[config.mk]
export PLATFORM = sky130hd
export DESIGN_NAME = mc_ctrl
export DESIGN_NICKNAME = d
export VERILOG_FILES = /design/src/rtl/mc_ctrl.sv
export SDC_FILE = /design/constraint.sdc
export NUM_CORES = 1
export LEC_CHECK = 0
export ABC_AREA = 1
export BUFFER_PORTS_ARGS = -buffer_cell sky130_fd_sc_hd__buf_2
export CORE_UTILIZATION = 42
export CTS_BUF_LIST = sky130_fd_sc_hd__clkbuf_8
export DETAILED_ROUTE_END_ITERATION = 10
export PLACE_DENSITY_LB_ADDON = 0.15
export SKIP_CTS_REPAIR_TIMING = 1
export SLEW_MARGIN = 20
export SYNTH_ARGS = -nofsm -noshare
export SYNTH_HDL_FRONTEND = slang
export SYNTH_SLANG_ARGS = --single-unit
[constraint.sdc]
create_clock -name clk -period 1.2 [get_ports clk]
set_input_delay 0 -clock clk [delete_from_list [all_inputs] [get_ports clk]]
set_output_delay 0 -clock clk [all_outputs]
set_load 0.01 [all_outputs]
[src/rtl/mc_ctrl.sv]
//-----------------------------------------------------------------------------
// Module      : mc_ctrl
// Description : Multi-cycle MIPS main controller. Sequences one instruction
//               through fetch/decode/exec/mem/writeback and drives every
//               datapath enable and mux select from the current state.
// Revision    : 1.0  initial release
//-----------------------------------------------------------------------------
`default_nettype none

module mc_ctrl (
    input  logic       clk,
    input  logic       reset,
    input  logic [5:0] opcode,
    input  logic [5:0] funct,
    input  logic       zero,
    output logic       pc_we,
    output logic [1:0] NPCSel,
    output logic       ir_we,
    output logic       reg_we,
    output logic [1:0] reg_dst,
    output logic [1:0] wd_sel,
    output logic       alu_src,
    output logic [2:0] alu_op,
    output logic [1:0] ext_op,
    output logic       mem_we,
    output logic       illegal,
    output logic [2:0] state
);

    localparam logic [2:0] c_FETCH  = 3'd0;
    localparam logic [2:0] c_DECODE = 3'd1;
    localparam logic [2:0] c_EXEC   = 3'd2;
    localparam logic [2:0] c_MEM    = 3'd3;
    localparam logic [2:0] c_WB_ALU = 3'd4;
    localparam logic [2:0] c_WB_MEM = 3'd5;

    localparam logic [5:0] c_OP_RTYPE = 6'b000000;
    localparam logic [5:0] c_OP_J     = 6'b000010;
    localparam logic [5:0] c_OP_JAL   = 6'b000011;
    localparam logic [5:0] c_OP_BEQ   = 6'b000100;
    localparam logic [5:0] c_OP_ORI   = 6'b001101;
    localparam logic [5:0] c_OP_LUI   = 6'b001111;
    localparam logic [5:0] c_OP_LW    = 6'b100011;
    localparam logic [5:0] c_OP_SW    = 6'b101011;

    localparam logic [5:0] c_FN_NOP   = 6'b000000;
    localparam logic [5:0] c_FN_JR    = 6'b001000;
    localparam logic [5:0] c_FN_ADDU  = 6'b100001;
    localparam logic [5:0] c_FN_SUBU  = 6'b100011;

    logic [2:0] r_state;
    logic [2:0] w_next_state;

    logic w_is_rtype, w_is_addu, w_is_subu, w_is_jr, w_is_nop;
    logic w_is_j, w_is_jal, w_is_beq, w_is_ori, w_is_lui, w_is_lw, w_is_sw;
    logic w_is_exec;
    logic [2:0] w_alu_op;
    logic       w_alu_src;
    logic [1:0] w_ext_op;

    assign w_is_rtype = (opcode == c_OP_RTYPE);
    assign w_is_addu  = w_is_rtype && (funct == c_FN_ADDU);
    assign w_is_subu  = w_is_rtype && (funct == c_FN_SUBU);
    assign w_is_jr    = w_is_rtype && (funct == c_FN_JR);
    assign w_is_nop   = w_is_rtype && (funct == c_FN_NOP);
    assign w_is_j     = (opcode == c_OP_J);
    assign w_is_jal   = (opcode == c_OP_JAL);
    assign w_is_beq   = (opcode == c_OP_BEQ);
    assign w_is_ori   = (opcode == c_OP_ORI);
    assign w_is_lui   = (opcode == c_OP_LUI);
    assign w_is_lw    = (opcode == c_OP_LW);
    assign w_is_sw    = (opcode == c_OP_SW);
    assign w_is_exec  = w_is_addu | w_is_subu | w_is_ori | w_is_lui |
                        w_is_lw | w_is_sw | w_is_beq;

    // ALU controls depend only on the instruction, so the same values can be
    // re-driven in MEM/WB to keep the ALU result and address stable.
    assign w_alu_op  = (w_is_subu || w_is_beq) ? 3'b001 :
                       w_is_ori                ? 3'b010 :
                       w_is_lui                ? 3'b011 : 3'b000;
    assign w_alu_src = w_is_ori | w_is_lui | w_is_lw | w_is_sw;
    assign w_ext_op  = w_is_lui                          ? 2'b10 :
                       (w_is_lw || w_is_sw || w_is_beq)  ? 2'b01 : 2'b00;

    assign state = reset ? 3'd0 : r_state;

    always_comb begin
        pc_we        = 1'b0;
        NPCSel       = 2'b00;
        ir_we        = 1'b0;
        reg_we       = 1'b0;
        reg_dst      = 2'b00;
        wd_sel       = 2'b00;
        alu_src      = 1'b0;
        alu_op       = 3'b000;
        ext_op       = 2'b00;
        mem_we       = 1'b0;
        illegal      = 1'b0;
        w_next_state = c_FETCH;
        if (!reset) begin
            case (r_state)
                c_FETCH: begin
                    ir_we        = 1'b1;
                    w_next_state = c_DECODE;
                end
                c_DECODE: begin
                    if (w_is_j || w_is_jal) begin
                        pc_we  = 1'b1;
                        NPCSel = 2'b10;
                        if (w_is_jal) begin
                            reg_we  = 1'b1;
                            reg_dst = 2'b10;
                            wd_sel  = 2'b10;
                        end
                    end else if (w_is_jr) begin
                        pc_we  = 1'b1;
                        NPCSel = 2'b01;
                    end else if (w_is_nop) begin
                        pc_we = 1'b1;
                    end else if (w_is_exec) begin
                        w_next_state = c_EXEC;
                    end else begin
                        // Unsupported: retire as a no-op and flag it.
                        pc_we   = 1'b1;
                        illegal = 1'b1;
                    end
                end
                c_EXEC: begin
                    if (w_is_exec) begin
                        alu_op  = w_alu_op;
                        alu_src = w_alu_src;
                        ext_op  = w_ext_op;
                        if (w_is_beq) begin
                            pc_we  = 1'b1;
                            NPCSel = zero ? 2'b11 : 2'b00;
                        end else if (w_is_lw || w_is_sw) begin
                            w_next_state = c_MEM;
                        end else begin
                            w_next_state = c_WB_ALU;
                        end
                    end
                end
                c_MEM: begin
                    if (w_is_lw || w_is_sw) begin
                        alu_op  = w_alu_op;
                        alu_src = w_alu_src;
                        ext_op  = w_ext_op;
                    end
                    if (w_is_sw) begin
                        mem_we = 1'b1;
                        pc_we  = 1'b1;
                    end else if (w_is_lw) begin
                        w_next_state = c_WB_MEM;
                    end
                end
                c_WB_ALU: begin
                    alu_op  = w_alu_op;
                    alu_src = w_alu_src;
                    ext_op  = w_ext_op;
                    reg_we  = 1'b1;
                    reg_dst = w_is_rtype ? 2'b01 : 2'b00;
                    pc_we   = 1'b1;
                end
                c_WB_MEM: begin
                    alu_op  = w_alu_op;
                    alu_src = w_alu_src;
                    ext_op  = w_ext_op;
                    reg_we  = 1'b1;
                    wd_sel  = 2'b01;
                    pc_we   = 1'b1;
                end
                default: begin
                end
            endcase
        end
    end

    always_ff @(posedge clk) begin
        if (reset) begin
            r_state <= c_FETCH;
        end else begin
            r_state <= w_next_state;
        end
    end

endmodule

`default_nettype wire

Word level (Yosys, flattened, before mapping)
Index checks and enable logic that the tools add are counted.

storage, ports and cells
  output and inout bits = 20
  input port bits = 15
  memories kept = 0
  register bits after elaboration = 3
  RAM bits = 0
  memory bits (read-only) = 0
  latch bits = 0

operators by class
  magnitude comparators = 0
  equal/unequal tests = 15
  div/mod/pow operators = 0
  shifts and indexed selects = 0
  muxes and demuxes = 64
  bitwise operators = 9
  add/sub/neg operators = 0
  reductions and logical operators = 12
  multiply operators = 0

operators with widths
  kind                                                                   number
  2-bit two-way mux                                                      23
  1-bit two-way mux                                                      26
  6-bit equality test, second input constant                             4
  6-bit by 4-bit equality test with 1-bit output, second input constant  3
  3-bit two-way mux                                                      6
  6-bit by 2-bit equality test with 1-bit output, second input constant  2
  6-bit zero test                                                        2
  2-bit one-hot mux with 2 select lines                                  3
  2-bit one-hot mux with 3 select lines                                  2
  3-bit one-hot mux with 4 select lines                                  1
  1-bit OR                                                               9
  3-bit by 2-bit equality test with 1-bit output, second input constant  2
  3-bit equality test, second input constant                             2
  6-bit by 3-bit equality test with 1-bit output, second input constant  1
  1-bit logical AND                                                      4
  1-bit logical OR                                                       4
  1-bit one-hot mux with 4 select lines                                  1
  3-bit by 1-bit equality test with 1-bit output, second input constant  1
  3-bit zero test                                                        1
  1-bit one-hot mux with 3 select lines                                  1
  1-bit one-hot mux with 2 select lines                                  1
  2-bit OR reduction                                                     1

Logic depth before layout (Yosys ltp)
Gate-level depths: netlist of the first run.

  depth after elaboration = 14
  mapped depth = 8

Least setup slack after synthesis of the first run
Ideal clock, no wire load.

  path kind = register to output
  start point = register r_state[1]
  end point = output port reg_we
  path slack = -79 ps
  path buffers = 0
  stages on the path, launching flop included = 5
  arrival time = 1,279 ps
  cell sequence = dfxtp_1 inv_1 nand3_1 nor4_1 o21bai_1

between the ends
  word-level cells in the longest chain between the ends = 4
  elaborated cells between the ends (all ways) = 6
  classes of those cells = eq/ne: 3; mux: 2; reduce/logical: 1

RTL lines
  element                                  RTL line  source
  start: declaration                       51        logic [2:0] r_state;
  start signal: assignment                 180       r_state <= c_FETCH;
  start signal: assignment                 182       r_state <= w_next_state;
  3-bit equality test                      101       case (r_state)
  2-bit OR reduction (no line)             n/a
  1-bit one-hot mux with 2 select lines *  101
  1-bit two-way mux *                      100       if (!reset) begin
  end: declaration                         19        output logic reg_we,

Every way passes the cells marked *; elsewhere a longest branch is shown, timed or not.

Worst setup path after layout of the first run
  start point = register r_state[2]
  end point = output port pc_we

between the ends
  word-level cells in the longest chain between the ends = 4
  elaborated cells between the ends (all ways) = 8
  classes of those cells = eq/ne: 5; mux: 2; reduce/logical: 1

RTL lines
  element                                  RTL line  source
  3-bit equality test                      101
  2-bit OR reduction (no line)             n/a
  1-bit one-hot mux with 4 select lines *  101
  1-bit two-way mux *                      100
  end: declaration                         16        output logic pc_we,

Marked as above.

==> results.yml, run 1 <==
power_and_ir_drop:
  p_int_uw: 402
  power_frac_comb_pct: 34.9
  leakage_uw: 0.000630
  power_frac_seq_pct: 18.0
  ir_worst_vdd_uv: 632
  p_sw_uw: 208
  swShare_pct: 34.1
  clockPowerShare_pct: 47.1
  power_uw: 610
  pwr_density_cell_nw_per_um2: 478
final_layout:
  top_regs: "r_state: 3 flops"
  largest_reg_flops: 3
  area_growth_pct: 84.6
  fin_cells: 197
  diodes: 0
  n_fill_cell: 98
  final_nets: 200
  mostFrequentLayoutCells: "buf_2, nor2_1, nand2_1"
  final_layout_size_suffix_gt1_share_pct: 59.7
  final_common_cell: "buf_2"
  top_register: "r_state"
clock_network:
  cts.sinks: 3
  htree_levels: 1
  clockRootBuffer: "clkbuf_8"
  clkLatencyLatePin_ns: 0.21
  cts_buffer_depth: 2
  clk_pin_slew_ns: 0.03
  cts_tree: "built"
  cts_made_buffers: 3
die:
  die_h_um: 42.6
  start_util_pct: 45.4
  coreArea_um2: 1520
  pin_count: 35
  placement_rows: 14
  die_width_um: 42.6
  die_area_um2: 1810
logic_synthesis:
  synth.mux.area_fraction_pct: 0
  postSynthAreaPerCell_um2: 5.41
  syn_area_um2: 692
  yosysSeqAreaShare_pct: 8.68
  synth-simple-area-share_pct: 58.2
  ys_ff_latch: 3
  ys_warn_count: 0
  synth_top_family_by_area: "simple AND/OR/NAND/NOR gates"
  synth_nets: 146
  synth_cells: 128
  synth_xor_xnor_area_share_pct: 0
  synthAdderAreaFrac_pct: 5.42
  synth_compound_area_share_pct: 13.6
  yosysUniqueCellTypes: 28
drt:
  drt_pass1_iterations: 4
  vias: 1076
  vias_per_cell: 5.46
  drc: 0
  wl_per_cell_um: 14.6
  drtIter0Drc: 51
  ant_nets: 0
  drt_wl_total_um: 2870
job:
  maxCapViolCount: 0
grt:
  grt_usage_pct: 26.0
  grt_overflow: 0
  antenna_found_initial: 0
  grt_pass1_vias: 889
  grt_max_degree: 12
  grt_pass1_wl_um: 3630
setup_path:
  cp_max_fo: 7
  start_kind: "flip-flop"
  endpoint_kind: "primary output"
  arrival_ns: 1.38
  crit_required_ns: 1.20
  crit_type: "flip-flop to primary output"
place:
  dpl.cell_count: 188
  gp_congestion: 0.953
  hpwl_um: 1790
  port-buffer-count: 33
sta:
  min_period_ns: 1.38
  slew_violations: 0
  finalHoldViolations: 0
  finalCritPeriodShare_pct: 115
  fin_ws_ns: -0.178
  max_freq_ghz: 0.726
  rsz0062_at_grt: "yes"
  setup_viol: 13
  finalClockSkew_ns: 0.000547
min_path:
  hold_path.class: "primary input to flip-flop"
status:
  violations: "negative setup slack"
  status: "finished, violations left"
==> synthesized netlist by cell type <==
library cell | n | area share (%)
or2_1 | 1 | 0.90
nand4_1 | 6 | 5.4
clkbuf_1 | 1 | 0.54
dfxtp_1 | 3 | 8.7
nand3_2 | 1 | 1.4
a21oi_2 | 3 | 3.8
inv_2 | 1 | 0.54
nor2_1 | 24 | 13
nor2_2 | 3 | 2.7
or2_2 | 1 | 0.90
o21ai_1 | 1 | 0.72
o21bai_1 | 1 | 1.1
clkinv_1 | 1 | 0.54
o21ai_0 | 2 | 1.4
inv_1 | 20 | 11
nand2_2 | 4 | 3.6
a31oi_1 | 1 | 0.90
buf_4 | 1 | 1.1
nor2_4 | 2 | 3.3
conb_1 | 1 | 0.54
a21oi_1 | 3 | 2.2
nand3_1 | 16 | 12
ha_1 | 3 | 5.4
and2_4 | 1 | 1.3
nand2_1 | 21 | 11
nor4_1 | 3 | 2.7
a211oi_1 | 2 | 2.2
o2111ai_1 | 1 | 1.3
==> path summary, 6_finish.rpt <==
| path | from | endpoint | slack (ns) | cells after the start |
|---|---|---|---|---|
| setup / recovery | r_state[2]$_SDFF_PP0_ | pc_we | -0.18 | 7 |
| hold / removal | opcode[2] | r_state[1]$_SDFF_PP0_ | 0.36 | 6 |
| setup reg to reg | r_state[1]$_SDFF_PP0_ | r_state[2]$_SDFF_PP0_ | 0.02 | 7 |
| hold reg to reg | r_state[0]$_SDFF_PP0_ | r_state[0]$_SDFF_PP0_ | 0.76 | 4 |
==> power by group through the flow <==
stage,clock [µW],sequential [µW],combinational [µW]
3_3_place_gp,0,109,163
5_1_grt,301,110,231
4_1_cts,293,108,168
6_report,287,110,213
3_5_place_dp,0,109,167
2_1_floorplan,0,108,90.6
==> cells by family (layout without fill, tap and decap cells) <==
kind of cell / Yosys count / count (layout)
and+or+nand+nor: 83 / 83
buffers and inverters: 24 / 77
AOI/OAI and AO/OA: 14 / 14
adders and majority gates: 3 / 3
DFF: 3 / 3
other: 1 / 1
==> critical path, stage by stage, from the launching register on <==
cell,delay (ns)
dfxtp_2,0.33
clkinv_4,0.10
nand3_2,0.08
or2_4,0.26
nand2_2,0.11
nor2_2,0.05
a21oi_2,0.10
buf_2,0.13
==> through the flow <==
step	utilization, %	cell area, µm²	hold slack, ns	TNS, ns	worst slack [ns]
after global placement	63.6	970	0.347	-0.0863	-0.0257
after CTS	66.6	1010	0.324	-3.11	-0.288
after floorplan	-	698	0.0549	0	0.0152
after global routing	83.8	1280	0.391	-2.23	-0.229
after detailed placement	63.6	970	0.354	-0.213	-0.0545
final	83.8	1280	0.362	-1.41	-0.178
==> layer usage <==
metal | vias to the layer above | global-route usage [%] | part of all wire, %
met2 | 49 | 44.3 | 50
li1 | 526 | - | -
met1 | 491 | 32.0 | 42
met5 | - | 0 | 0
met3 | 10 | 4.31 | 5.3
met4 | 0 | 10.6 | 2.8
==> final cells by class <==
cell class | count | area, µm² | area share [%]
clock inverters | 1 | 3.75 | 0.294
multi-input cells | 101 | 724 | 56.7
flip-flops and latches | 3 | 68.8 | 5.39
inverters | 22 | 100 | 7.84
clock buffers | 3 | 41.3 | 3.23
well taps | 16 | 20.0 | 1.57
repair buffers | 51 | 319 | 25.0
Note: power is estimated with default switching activity, not from simulation.
==> run 2: changes to the inputs <==
--- a/config.mk
+++ b/config.mk
@@ -7,7 +7,7 @@
 export LEC_CHECK = 0
 export ABC_AREA = 1
 export BUFFER_PORTS_ARGS = -buffer_cell sky130_fd_sc_hd__buf_2
-export CORE_UTILIZATION = 42
+export CORE_UTILIZATION = 40
 export CTS_BUF_LIST = sky130_fd_sc_hd__clkbuf_8
 export DETAILED_ROUTE_END_ITERATION = 10
 export PLACE_DENSITY_LB_ADDON = 0.15
==> results.yml, run 2 (synthesized netlist as in run 1, its figures left out) <==
drt:
  wl_per_cell_um: 13.9
  vias: 1098
  ant_nets: 0
  drc: 3
  vias_per_cell: 5.55
  drt_pass1_iterations: 8
  drt_wl_total_um: 2750
  drtIter0Drc: 61
final_layout:
  largest_reg_flops: 3
  final_common_cell: "buf_2"
  final_layout_size_suffix_gt1_share_pct: 53.8
  top_register: "r_state"
  regArea_um2: 68.8
  diodes: 0
  mostFrequentLayoutCells: "buf_2, nand2_1, nor2_1"
  multi_input_area_um2: 674
  final_nets: 201
  n_fill_cell: 107
  fin_util_pct: 78.4
  top_regs: "r_state: 3 flops"
  area_growth_pct: 76.7
setup_path:
  endpoint_kind: "primary output"
  start_kind: "flip-flop"
  crit_required_ns: 1.20
  arrival_ns: 1.39
  crit_type: "flip-flop to primary output"
  cpPeakStageDelay_ns: 0.37
  slowest_stage: "dfxtp_4"
  crit_chain: "inv_1 -> nand3_4 -> buf_4 -> a211oi_1 -> buf_2"
  cp_max_fo: 5
place:
  gp_congestion: 0.897
  hpwl_um: 1790
  port-buffer-count: 33
  pre_cts_ws_ns: -0.0777
grt:
  grt_usage_pct: 24.0
  grt_overflow: 0
  grt_max_degree: 13
  antenna_found_initial: 0
  grt_pass1_vias: 839
  grt_pass1_wl_um: 3490
status:
  status: "finished, violations left"
  violations: "design-rule violations, negative setup slack"
clock_network:
  clkLatencyLatePin_ns: 0.22
  cts_tree: "built"
  clk_pin_slew_ns: 0.03
  htree_levels: 1
  cts.sinks: 3
  clockRootBuffer: "clkbuf_8"
  cts_buffer_depth: 2
  cts_made_buffers: 3
sta:
  finalHoldViolations: 0
  setup-tns-final_ns: -1.94
  setup_viol: 16
  finalCritPeriodShare_pct: 116
  slew_violations: 0
  max_freq_ghz: 0.718
  min_period_ns: 1.39
  hold_ws_ns: 0.302
  finalClockSkew_ns: 0.00146
  rsz0062_at_grt: "yes"
  fin_ws_ns: -0.193
power_and_ir_drop:
  pwr_density_cell_nw_per_um2: 486
  leakage_uw: 0.000618
  ir_worst_vdd_uv: 949
die:
  die_width_um: 43.6
  coreArea_um2: 1560
  die_h_um: 43.6
  placement_rows: 14
  die_area_um2: 1900
  start_util_pct: 44.4
  pin_count: 35
job:
  maxCapViolCount: 0
min_path:
  hold_path.class: "primary input to flip-flop"
## run 2: changes by cell type in the layout (fill, tap and decap cells not counted), sizes merged
cell | before | now
buf | 51 | 52
## run 2: power breakdown
group | internal, µW | switching [µW] | total [µW]
combinational | 73.7 | 122 | 196
sequential | 102 | 9.18 | 111
clock | 218 | 69.1 | 287
total | 394 | 201 | 594
## run 2: layer usage
layer	share of wire [%]	GRT usage (%)	routed length, µm	up-vias
met3	8.2	2.50	225	17
met2	48	42.1	1330	71
met4	4.5	3.75	125	0
met1	39	32.0	1070	485
met5	0	0	0	-
li1	-	-	-	525
## run 2: metrics by stage
step           total power [µW]  area [µm²]  cells
2_1_floorplan               199         698    128
3_3_place_gp                273         985    190
3_5_place_dp                276         985    190
4_1_cts                     565        1030    194
5_1_grt                     627        1220    198
6_report                    594        1220    198
## run 2: final cells by class
| cell class | count | share of cell area [%] |
|---|---|---|
| Multi-Input combinational cell | 101 | 55.2 |
| Timing Repair Buffer | 52 | 26.1 |
| Inverter | 22 | 7.78 |
| Sequential cell | 3 | 5.63 |
| Clock buffer | 3 | 3.38 |
| Tap cell | 16 | 1.64 |
| Clock inverter | 1 | 0.307 |
## run 2: critical path, delay by kind of cell (launching register included)
family | cells | cell delay (ns)
and+or+nand+nor | 1 | 0.13
DFF | 1 | 0.37
AOI/OAI and AO/OA | 1 | 0.18
buffers and inverters | 3 | 0.49
## run 2: final timing paths
path / start / endpoint / slack (ns) / cells after the start
worst max-delay path: r_state[0]$_SDFF_PP0_ / ext_op[1] / -0.19 / 5
worst min-delay path: opcode[2] / r_state[1]$_SDFF_PP0_ / 0.30 / 6
worst max register to register: r_state[2]$_SDFF_PP0_ / r_state[2]$_SDFF_PP0_ / 0.04 / 6
worst min register to register: r_state[1]$_SDFF_PP0_ / r_state[2]$_SDFF_PP0_ / 0.67 / 4
